**src/rtl/xyolo_read_sched.sv**
```systemverilog
// -----------------------------------------------------------------------------
// xyolo_read_sched
//   Tile scheduler for the YOLO weight/bias read unit. The CPU programs a base
//   address, a stride and a tile count, then starts a sequence. For every tile
//   the scheduler writes the read unit's EXT_ADDR config register and pulses
//   its run. Tile k+1's address is written while tile k is still in flight,
//   because the read unit copies its configuration into shadow registers on
//   run.
//
// Ports
//   clk, rst          clock, asynchronous active-high reset
//   valid/addr/wdata/ CPU register writes (0=BASE 1=STRIDE 2=NTILES 3=CTRL);
//   wstrb             CTRL bit0 = start, bit1 = abort
//   cfg_*             config write port towards the read unit
//   yread_run         one-cycle run pulse to the read unit
//   yread_done        level done from the read unit
//   busy              sequence in progress
//   tiles_done        tiles completed since the last start
//   sched_done        one-cycle pulse when a sequence ends (completed or aborted)
// -----------------------------------------------------------------------------
module xyolo_read_sched #(
   parameter int unsigned ADDR_W        = 32,
   parameter int unsigned CFG_ADDR_W    = 4,
   parameter int unsigned EXT_ADDR_CODE = 0,
   parameter int unsigned CNT_W         = 16,
   parameter int unsigned DONE_LAT      = 4
) (
   input  logic                  clk,
   input  logic                  rst,
   input  logic                  valid,
   input  logic [1:0]            addr,
   input  logic [ADDR_W-1:0]     wdata,
   input  logic                  wstrb,
   output logic                  cfg_valid,
   output logic [CFG_ADDR_W-1:0] cfg_addr,
   output logic [ADDR_W-1:0]     cfg_wdata,
   output logic                  cfg_wstrb,
   output logic                  yread_run,
   input  logic                  yread_done,
   output logic                  busy,
   output logic [CNT_W-1:0]      tiles_done,
   output logic                  sched_done
);

   localparam int unsigned SET_W = $clog2(DONE_LAT + 1);

   typedef enum logic [2:0] {
      S_IDLE, S_CFG, S_RUN, S_PRECFG, S_SETTLE, S_WAIT, S_FINISH
   } state_t;

   state_t state, state_nxt;

   // CPU-visible registers
   logic [ADDR_W-1:0] base, stride;
   logic [CNT_W-1:0]  ntiles;

   // Values latched at start, so CPU writes during a sequence do not disturb it
   logic [ADDR_W-1:0] stride_lat, cur_addr;
   logic [CNT_W-1:0]  ntiles_lat, issued;
   logic [SET_W-1:0]  settle;
   logic              abort_flag;

   logic              wr, start_req, abort_req, abort_pend;
   logic [CNT_W-1:0]  issued_inc, tiles_inc;

   assign wr         = valid & wstrb;
   assign start_req  = wr && (addr == 2'd3) && wdata[0] && (state == S_IDLE);
   assign abort_req  = wr && (addr == 2'd3) && wdata[1] && (state != S_IDLE);
   // An abort written in this very cycle already counts, so RUN can skip PRECFG
   assign abort_pend = abort_flag | abort_req;
   assign issued_inc = issued + CNT_W'(1);
   assign tiles_inc  = tiles_done + CNT_W'(1);

   // NOTE: every signal written here gets a default first, so no path can
   // leave it unassigned and infer a latch.
   always_comb begin
      state_nxt = state;
      unique case (state)
         S_IDLE:   if (start_req) state_nxt = (ntiles == '0) ? S_FINISH : S_CFG;
         S_CFG:    state_nxt = S_RUN;
         S_RUN:    state_nxt = (issued_inc < ntiles_lat && !abort_pend) ? S_PRECFG : S_SETTLE;
         // The settle counter already counts down in PRECFG; with DONE_LAT = 1
         // it expires here and WAIT follows directly.
         S_PRECFG: state_nxt = (settle <= SET_W'(1)) ? S_WAIT : S_SETTLE;
         S_SETTLE: if (settle <= SET_W'(1)) state_nxt = S_WAIT;
         S_WAIT:   if (yread_done)
                      state_nxt = (abort_pend || tiles_inc == ntiles_lat) ? S_FINISH : S_RUN;
         S_FINISH: state_nxt = S_IDLE;
         default:  state_nxt = S_IDLE;
      endcase
   end

   // Outputs are decoded from the state alone, so reset clears them at once
   assign cfg_valid  = (state == S_CFG) || (state == S_PRECFG);
   assign cfg_wstrb  = cfg_valid;
   assign cfg_addr   = cfg_valid ? CFG_ADDR_W'(EXT_ADDR_CODE) : '0;
   assign cfg_wdata  = cfg_valid ? cur_addr : '0;
   assign yread_run  = (state == S_RUN);
   assign sched_done = (state == S_FINISH);
   assign busy       = (state != S_IDLE);

   // NOTE: sequential state uses non-blocking assignments only, so every
   // register samples the pre-edge values of the others.
   always_ff @(posedge clk or posedge rst) begin
      if (rst) begin
         state      <= S_IDLE;
         base       <= '0;
         stride     <= '0;
         ntiles     <= '0;
         stride_lat <= '0;
         cur_addr   <= '0;
         ntiles_lat <= '0;
         issued     <= '0;
         tiles_done <= '0;
         settle     <= '0;
         abort_flag <= 1'b0;
      end else begin
         state <= state_nxt;

         if (wr) begin
            unique case (addr)
               2'd0:    base   <= wdata;
               2'd1:    stride <= wdata;
               2'd2:    ntiles <= wdata[CNT_W-1:0];
               default: ;
            endcase
         end

         if (state == S_FINISH) abort_flag <= 1'b0;
         else if (abort_req)    abort_flag <= 1'b1;

         unique case (state)
            S_IDLE: if (start_req) begin
               cur_addr   <= base;
               stride_lat <= stride;
               ntiles_lat <= ntiles;
               issued     <= '0;
               tiles_done <= '0;
            end
            S_CFG:    cur_addr <= cur_addr + stride_lat;
            S_RUN: begin
               issued <= issued_inc;
               settle <= SET_W'(DONE_LAT);
            end
            S_PRECFG: begin
               cur_addr <= cur_addr + stride_lat;
               settle   <= settle - SET_W'(1);
            end
            S_SETTLE: settle <= settle - SET_W'(1);
            S_WAIT:   if (yread_done) tiles_done <= tiles_inc;
            default: ;
         endcase
      end
   end

endmodule

```
**config.mk**
```make
export PLATFORM = sky130hd
export DESIGN_NAME = xyolo_read_sched
export DESIGN_NICKNAME = d
export VERILOG_FILES = /design/src/rtl/xyolo_read_sched.sv
export SDC_FILE = /design/constraint.sdc
export NUM_CORES = 1
export LEC_CHECK = 0
export CAP_MARGIN = 40
export CORE_ASPECT_RATIO = 0.8
export CORE_MARGIN = 2
export CORE_UTILIZATION = 45
export CTS_BUF_LIST = sky130_fd_sc_hd__clkbuf_16
export CTS_CLUSTER_SIZE = 10
export DETAILED_ROUTE_END_ITERATION = 12
export PLACE_DENSITY_LB_ADDON = 0.05
export SKIP_CTS_REPAIR_TIMING = 1
export SLEW_MARGIN = 10
export SYNTH_ARGS = -nofsm -noshare
export SYNTH_HDL_FRONTEND = slang
export SYNTH_SLANG_ARGS = --single-unit
```
**constraint.sdc**
```tcl
create_clock -name clk -period 6.5 [get_ports clk]
set_input_delay 0.975 -clock clk [delete_from_list [all_inputs] [get_ports clk]]
set_output_delay 0.975 -clock clk [all_outputs]
set_load 0.01 [all_outputs]
```
==> flow_summary.json, run 1 <==
{
  "outcome": "finished clean",
  "min_from": "stride[18]",
  "die_h_um": 144,
  "synth_top_area_share_pct": 45.3,
  "drt-vias-per-instance": 5.45,
  "cp-end-kind": "output pin",
  "rr_worst_depth": 11,
  "ioPinCount": 96,
  "slowest_delay_ps": 540,
  "worstPathCellList": "clkinv_1 -> nand2_1 -> buf_4 -> inv_2 -> buf_4 -> and2_1 -> clkdlybuf4s50_1",
  "finalMaxSlewViolations": 0,
  "finalInstanceArea_um2": 12800,
  "die_w_um": 179,
  "setup_viol": 0,
  "cts_max_level": 4,
  "place.gp.congestion": 0.809,
  "fin_worst_skew_ps": 12.3,
  "startpoint": "state[2]",
  "portBuffers": 91,
  "maxCapViolCount": 0,
  "min_to": "stride_lat[18]",
  "synth_area_um2": 11000,
  "intPower_w": 0.00323,
  "gr-usage-all-layers_pct": 21.2,
  "clock_sinks": 199,
  "hold_viol_final": 0,
  "drc": 0,
  "ys_warn_count": 0,
  "synth_area_leaders": "dfrtp_1 (45%), mux2_2 (14%), ha_1 (5.6%)",
  "clk_latency_ps": 450,
  "crit_type": "register to output pin",
  "vias": 7910,
  "post_drt_wl_per_cell_um": 17.6,
  "design.core.area_um2": 24200,
  "num-nets-final": 1209,
  "grt_pass1_wl_um": 42200,
  "initial_utilization_pct": 45.4,
  "cts_root_buf": "clkbuf_16",
  "max_slew_margin_pct": 46.1,
  "crit_arrival_ps": 3100,
  "clk_pin_slew_worst_paths_ps": 80,
  "synth_top_cell_by_area": "dfrtp_1",
  "die_area_um2": 25700,
  "ant_nets": 0,
  "power.density_nw_per_um2": 416,
  "grt_pass1_vias": 7572,
  "whs_ps": 504,
  "combPwrFrac_pct": 42.6,
  "cp-start-kind": "register",
  "cts_buffers": 17,
  "rrSetupSlack_ps": 3240,
  "antenna_found_initial": 0,
  "worst-path-buf-inv": 5,
  "crit_fanout": 72,
  "post-route-min-period_ps": 4080,
  "rows": 51,
  "rsz0062_at_grt": "false",
  "hpwlAfterDp_um": 17600,
  "placed_area_um2": 12200,
  "ys_types": 65,
  "power.ir.vdd_worst_v": 0.000217,
  "worst_pin_slew_ps": 806,
  "swShare_pct": 39.3,
  "min_period_over_period_pct": 62.8,
  "p_sw_w": 0.00209,
  "worst-endpoint-required_ps": 5520,
  "holdPathStages": 1,
  "synthCells": 1044,
  "max_freq_mhz": 245,
  "critPathMostFrequentCell": "buf_4",
  "cp_top_family": "buffers and inverters",
  "syn_area_per_cell_um2": 10.5,
  "pwr-share-seq_pct": 37.2,
  "synth-main-ff-cell": "dfrtp_1",
  "cts_tree": "yes",
  "synthToLayoutAreaGrowth_pct": 16.3,
  "drt_first_pass_iters": 4,
  "antenna_cells": 0,
  "fin_ws_ps": 2420,
  "grt_max_degree": 104,
  "overflow": 0,
  "synth-seq-area-share_pct": 45.3,
  "hp-class": "register to register",
  "cts_buffer_depth": 2,
  "p_leak_nw": 5.88,
  "routed_wl_um": 25500,
  "yosys_register_bits": 199,
  "fin_tns_setup_ps": 0,
  "pre_cts_slack_ps": 2530,
  "clkPwrFrac_pct": 20.2,
  "slowest_stage": "dfrtp_1",
  "filler_cell_count": 2227,
  "first_iter_violations": 447,
  "async_reset_ff_share_pct": 100,
  "regToRegEndpoint": "cur_addr[30]",
  "layout-drive-gt1-share_pct": 17.3,
  "final_common_cell": "dfrtp_1",
  "synth-edff-count": 0,
  "final_core_util_pct": 52.8,
  "regToRegStartpoint": "stride_lat[0]",
  "layout_common_cells": "dfrtp_1 (199), mux2_2 (141), nand2_1 (97), clkdlybuf4s50_1 (91), o21ai_0 (75)"
}
-- final cells by class --
cell class              instances  area, um2  share of cell area, %
repair buffers                 99        971                   7.60
multi-input cells             769       5700                   44.6
clock buffers                  17        425                   3.33
inverters                      34        135                   1.06
well taps                     318        398                   3.11
flip-flops and latches        199       4980                   39.0
clock inverters                15        173                   1.35
-- power groups by stage --
stage	registers, W	logic, W	clock network (W)
after floorplan	0.00186	0.00175	0
after global placement	0.00200	0.00224	0
after detailed placement	0.00200	0.00226	0
after CTS	0.00198	0.00228	0.00111
after global routing	0.00204	0.00257	0.00116
final	0.00198	0.00227	0.00108
-- per-layer routing --
layer	global-route usage (%)	up-vias	part of all wire, %
met3	3.97	7	4.0
met2	28.5	123	42
met1	34.8	3908	54
met5	0	-	0
li1	-	3872	-
met4	4.11	0	0.52
-- worst max path at each step --
| stage | to | depth (start not counted) |
|---|---|---|
| final | cfg_wdata[5] | 7 |
| after global routing | cfg_wdata[5] | 7 |
| after CTS | cfg_wdata[31] | 7 |
| after detailed placement | cur_addr[1] | 8 |
| after global placement | cur_addr[1] | 8 |
| after floorplan | abort_flag | 1 |
-- flip-flops by register name, indices dropped and copies added (netlist names), 16 cells and up --
signal and count:
base 32, cur_addr 32, stride 32, stride_lat 32, issued 16, ntiles 16, ntiles_lat 16, tiles_done 16
-- per-stage QoR --
step,instances,power (W)
global route,1451,0.00577
CTS,1451,0.00537
detailed placement,1419,0.00426
finish,1451,0.00532
global placement,1419,0.00424
floorplan,1047,0.00360
-- cell usage after synthesis, types with 12 or more instances --
master and number:
nand2_1 97, dfrtp_1 199, o21a_1 12, and3_1 15
xor2_1 26, nand3_1 36, mux2i_1 19, o21ai_0 75
a21oi_1 38, and2_1 41, clkbuf_1 30, nor3_1 16
nor2_1 44, xnor2_1 33, ha_1 49, mux2_2 141
inv_1 33, a21o_1 23
-- logic make-up (layout without fill, tap and decap cells) --
kind of cell | count (synthesis) | count (layout) | share of synthesized area (%)
xor+xnor | 59 | 59 | 4.70
fa+ha+maj | 50 | 50 | 5.76
flops | 199 | 199 | 45.3
buf+inv | 79 | 165 | 2.98
other cells | 1 | 4 | 0.0341
compound gates | 205 | 205 | 12.0
mux | 160 | 160 | 16.2
simple gates | 291 | 291 | 13.1
-- worst register-to-register path, delay by kind of cell (launching register included) --
family / cells / cell delay (ps)
buffers and inverters: 1 / 70
AOI/OAI and AO/OA: 6 / 1700
DFF: 1 / 370
and+or+nand+nor: 2 / 410
adders and majority gates: 2 / 630
Note: power is estimated with default switching activity, not from simulation.
==> run 2: changes to the inputs <==
==> constraint.sdc (replaced) <==
create_clock -name clk -period 4.2 [get_ports clk]
set_input_delay 0.63 -clock clk [delete_from_list [all_inputs] [get_ports clk]]
set_output_delay 0.63 -clock clk [all_outputs]
set_load 0.01 [all_outputs]
==> run 2 against run 1 <==
Effect of this change:
- clock power up 47%
- total power up 54%
- sequential share of layout area down 0.16 points
- via count down 0.39%
- worst hold slack worse by 0.59 ps
- final cell count up 0.14%
- count of clock-buffer cells in the layout unchanged
- flip-flop and latch count unchanged
- routed wire length down 0.87%
- utilization up 0.22 points
- critical endpoint is now yread_run
==> flow_summary.json, run 2 (synthesized netlist as in run 1, its figures left out) <==
{
  "worst_pin_slew_ps": 731,
  "clk_latency_ps": 450,
  "drt_first_pass_iters": 5,
  "final_core_util_pct": 53.1,
  "drt-vias-per-instance": 5.42,
  "finalMaxSlewViolations": 0,
  "die_area_um2": 25700,
  "cts_tree": "yes",
  "power.ir.vdd_worst_v": 0.000328,
  "rr_worst_depth": 11,
  "startpoint": "state[2]",
  "clk_pin_slew_worst_paths_ps": 70,
  "cts_max_level": 4,
  "setup_viol": 0,
  "top_usage_layer": "met1",
  "cp-end-kind": "output pin",
  "final_common_cell": "dfrtp_1",
  "place.gp.congestion": 0.850,
  "slowest_stage": "clkdlybuf4s50_1",
  "vias": 7879,
  "hpwlAfterDp_um": 17800,
  "crit_arrival_ps": 2800,
  "p_leak_nw": 5.90,
  "seq_area_um2": 4980,
  "rrSetupSlack_ps": 1100,
  "ioPinCount": 96,
  "overflow": 0,
  "grt_pass1_wl_um": 41800,
  "use_met3_pct": 3.31,
  "max_freq_mhz": 291,
  "slowest_delay_ps": 650,
  "grt_max_degree": 130,
  "worst-endpoint-required_ps": 3570,
  "antenna_found_initial": 0,
  "portBuffers": 91,
  "fin_tns_setup_ps": 0,
  "filler_cell_count": 2193,
  "post_drt_wl_per_cell_um": 17.4,
  "fin_worst_skew_ps": 9.91,
  "min_period_over_period_pct": 81.8,
  "cp-start-kind": "register",
  "drc": 0,
  "rows": 51,
  "power.density_nw_per_um2": 637,
  "cts_buffers": 17,
  "die_w_um": 179,
  "use_met2_pct": 30.2,
  "crit_fanout": 20,
  "num-nets-final": 1211,
  "hp-class": "register to register",
  "hold_viol_final": 0,
  "routed_wl_um": 25300,
  "regToRegEndpoint": "cur_addr[30]",
  "crit_type": "register to output pin",
  "cp-endpoint": "yread_run",
  "grt_pass1_vias": 7754,
  "max_slew_margin_pct": 51.2,
  "cts_buffer_depth": 2,
  "design.core.area_um2": 24200,
  "multi_input_area_um2": 5700,
  "met1_usage_pct": 32.8,
  "post-route-min-period_ps": 3430,
  "ant_nets": 0,
  "outcome": "finished clean",
  "initial_utilization_pct": 45.4,
  "gr-usage-all-layers_pct": 21.0,
  "clock_sinks": 199,
  "layout-drive-gt1-share_pct": 17.4,
  "antenna_cells": 0,
  "cts_root_buf": "clkbuf_16",
  "die_h_um": 144,
  "min_from": "stride[15]",
  "rsz0062_at_grt": "false",
  "synthToLayoutAreaGrowth_pct": 16.8,
  "worstPathCellList": "clkinv_1 -> nand2_1 -> or2_2 -> inv_1 -> clkdlybuf4s50_1",
  "maxCapViolCount": 0,
  "layout_common_cells": "dfrtp_1 (199), mux2_2 (141), nand2_1 (97), clkdlybuf4s50_1 (91), o21ai_0 (75)",
  "regToRegStartpoint": "cur_addr[0]",
  "first_iter_violations": 387
}
[run 2: cell count changes in the layout (fill, tap and decap cells not counted)]
cell,delta
clkinv_8,-1
clkinv_1,-1
inv_1,+1
buf_4,-3
clkinvlp_4,+1
buf_16,+1
buf_12,+4
clkinv_2,+1
clkinv_4,+3
inv_6,+2
inv_8,-5
inv_12,-1
[run 2: how the worst min path moves through the flow]
| stage | depth (start not counted) | end | slack [ps] |
|---|---|---|---|
| 2_1_floorplan | 2 | abort_flag | 460 |
| 3_3_place_gp | 1 | stride_lat[15] | 480 |
| 3_5_place_dp | 1 | stride_lat[8] | 490 |
| 4_1_cts | 1 | stride_lat[31] | 500 |
| 5_1_grt | 1 | stride_lat[31] | 520 |
| 6_report | 1 | stride_lat[15] | 500 |
[run 2: layout make-up]
type | count | area share, %
clock buffers | 17 | 3.32
clock inverters | 15 | 1.12
inverters | 34 | 1.02
multi-input cells | 769 | 44.4
flip-flops and latches | 199 | 38.8
well taps | 318 | 3.10
repair buffers | 101 | 8.23
[run 2: report_power, final]
group | switching [W] | leakage [nW] | internal (W) | total (W)
Clock | 0.000806 | 0.280 | 0.000785 | 0.00159
Sequential | 0.000529 | 2.51 | 0.00252 | 0.00305
Combinational | 0.00185 | 3.11 | 0.00169 | 0.00354
Total | 0.00318 | 5.90 | 0.00499 | 0.00818
[run 2: per-stage QoR]
stage | hold slack [ps] | power, W | cells | setup slack (ps) | instance area, um2
floorplan | 460 | 0.00558 | 1047 | 996 | 11000
global placement | 484 | 0.00658 | 1420 | 1160 | 12200
detailed placement | 489 | 0.00662 | 1421 | 1130 | 12300
CTS | 505 | 0.00826 | 1453 | 766 | 12800
global route | 517 | 0.00888 | 1453 | 603 | 12800
finish | 504 | 0.00818 | 1453 | 765 | 12800
[run 2: critical path: cells and delay by family (launching register included)]
family,cells,cell delay (ps)
and+or+nand+nor,2,570
DFF,1,480
buffers and inverters,3,1300
[run 2: per-layer routing]
layer | up-vias | routed length, um
li1 | 3884 | -
met1 | 3864 | 13700
met2 | 118 | 10600
met3 | 13 | 890
met4 | 0 | 197
met5 | - | 0
==> run 3: changes to the inputs <==
==> constraint.sdc (replaced) <==
create_clock -name clk -period 3.4 [get_ports clk]
set_input_delay 0.51 -clock clk [delete_from_list [all_inputs] [get_ports clk]]
set_output_delay 0.51 -clock clk [all_outputs]
set_load 0.01 [all_outputs]
==> run 3 against run 2 <==
Effect of this change:
- critical path type is now register to register
- utilization increased by 0.71 points
- design area increased by 1.3%
- critical path depth increased by 7
- total power increased by 25%
- via count increased by 1.4%
- combinational power increased by 25%
- largest power group unchanged
- register-to-register slack got worse by 790 ps
- clock skew increased by 3.5 ps
- setup slack got worse by 460 ps
==> flow_summary.json, run 3 (synthesized netlist as in run 1, its figures left out) <==
{
  "drt-vias-per-instance": 5.45,
  "layout_common_cells": "dfrtp_1 (199), mux2_2 (141), nand2_1 (97), clkdlybuf4s50_1 (91), o21ai_0 (75)",
  "cp_top_family": "compound AO/OA/AOI/OAI gates",
  "die_h_um": 144,
  "num-nets-final": 1223,
  "design.core.area_um2": 24200,
  "grt_max_degree": 60,
  "finalMaxSlewViolations": 0,
  "seq_area_um2": 4980,
  "filler_cell_count": 2173,
  "hold_viol_final": 0,
  "max_freq_mhz": 323,
  "post_drt_wl_per_cell_um": 17.5,
  "layout-drive-gt1-share_pct": 18.3,
  "synthToLayoutAreaGrowth_pct": 18.3,
  "power.density_nw_per_um2": 789,
  "portBuffers": 91,
  "post-route-min-period_ps": 3090,
  "outcome": "finished clean",
  "routed_wl_um": 25700,
  "cts_buffer_depth": 2,
  "gr-usage-all-layers_pct": 21.1,
  "maxCapViolCount": 0,
  "slowest_stage": "a2111oi_1",
  "crit_fanout": 4,
  "drc": 0,
  "min_period_over_period_pct": 91.0,
  "ioPinCount": 96,
  "fin_worst_skew_ps": 13.5,
  "clock_sinks": 199,
  "setup_viol": 0,
  "rsz0062_at_grt": "false",
  "clk_pin_slew_worst_paths_ps": 80,
  "hpwlAfterDp_um": 18600,
  "final_core_util_pct": 53.8,
  "ant_nets": 0,
  "overflow": 0,
  "whs_ps": 294,
  "finalInstanceArea_um2": 13000,
  "worst-endpoint-required_ps": 3750,
  "max_slew_margin_pct": 49.8,
  "crit_arrival_ps": 3440,
  "grt_pass1_wl_um": 42000,
  "regToRegStartpoint": "cur_addr[0]",
  "first_iter_violations": 492,
  "cts_buffers": 17,
  "initial_utilization_pct": 45.4,
  "worstPathCellList": "ha_1 -> inv_1 -> fa_1 -> nor2b_4 -> o2111ai_1 -> a2111oi_1 -> buf_4 -> or3_1 -> a21o_1 -> a211oi_2 -> o21a_1 -> a211oi_1",
  "regToRegEndpoint": "cur_addr[30]",
  "antenna_cells": 0,
  "grt_pass1_vias": 7725,
  "worst_pin_slew_ps": 751,
  "rr_worst_depth": 12,
  "cts_tree": "yes",
  "rrSetupSlack_ps": 310,
  "crit_type": "register to register",
  "die_w_um": 179,
  "placed_area_um2": 12400,
  "worst-path-buf-inv": 2,
  "rows": 51,
  "fin_tns_setup_ps": 0,
  "antenna_found_initial": 0,
  "slowest_delay_ps": 560,
  "p_leak_nw": 5.99,
  "vias": 7986,
  "multi_input_area_um2": 5700,
  "power.ir.vdd_worst_v": 0.000459,
  "drt_first_pass_iters": 5,
  "clk_latency_ps": 450,
  "die_area_um2": 25700,
  "final_common_cell": "dfrtp_1",
  "cts_max_level": 4,
  "hp-class": "input port to async pin",
  "cp-end-kind": "register",
  "place.gp.congestion": 0.885,
  "cp-start-kind": "register",
  "cts_root_buf": "clkbuf_16"
}
run 3: cell count changes in the layout (fill, tap and decap cells not counted), sizes merged:
cell      previous run  this run
clkinvlp             2         1
inv                 38        39
buf                 10        22
run 3: cell type report:
type / instances / area share, %
Timing Repair Buffer: 113 / 9.14
Tap cell: 318 / 3.06
Multi-Input combinational cell: 769 / 43.8
Sequential cell: 199 / 38.3
Clock inverter: 15 / 1.40
Clock buffer: 17 / 3.27
Inverter: 34 / 1.01
run 3: power by group:
group	switching [W]	leakage [nW]	internal (W)
Combinational	0.00231	3.19	0.00211
Sequential	0.000655	2.51	0.00311
Clock	0.00106	0.294	0.00100
run 3: per-layer routing:
metal / track usage (%) / up-vias / part of all wire, %
met2: 30.3 / 148 / 42
met5: 0 / - / 0
met1: 32.8 / 3918 / 53
li1: - / 3900 / -
met3: 3.65 / 20 / 3.7
met4: 5.01 / 0 / 1.1
run 3: worst max path at each step:
| stage | from | endpoint | slack, ps | cells past startpoint |
|---|---|---|---|---|
| 2_1_floorplan | rst | abort_flag | 320 | 1 |
| 4_1_cts | cur_addr[0] | cur_addr[30] | 220 | 12 |
| 5_1_grt | cur_addr[0] | cur_addr[30] | 70 | 12 |
| 3_3_place_gp | cur_addr[0] | cur_addr[30] | 260 | 12 |
| 3_5_place_dp | cur_addr[0] | cur_addr[30] | 250 | 12 |
| 6_report | cur_addr[0] | cur_addr[30] | 310 | 12 |
run 3: worst reg2reg max path, delay by kind of cell (launching register included):
| family | cells | cell delay, ps |
|---|---|---|
| compound gates | 6 | 1480 |
| fa+ha+maj | 2 | 620 |
| flops | 1 | 370 |
| simple gates | 2 | 270 |
| buf+inv | 2 | 260 |
run 3: metrics by stage:
stage / power (W) / instances / setup WS (ps)
global route: 0.0111 / 1465 / 65.9
detailed placement: 0.00822 / 1433 / 251
CTS: 0.0103 / 1465 / 224
global placement: 0.00817 / 1432 / 262
floorplan: 0.00689 / 1047 / 316
finish: 0.0103 / 1465 / 307
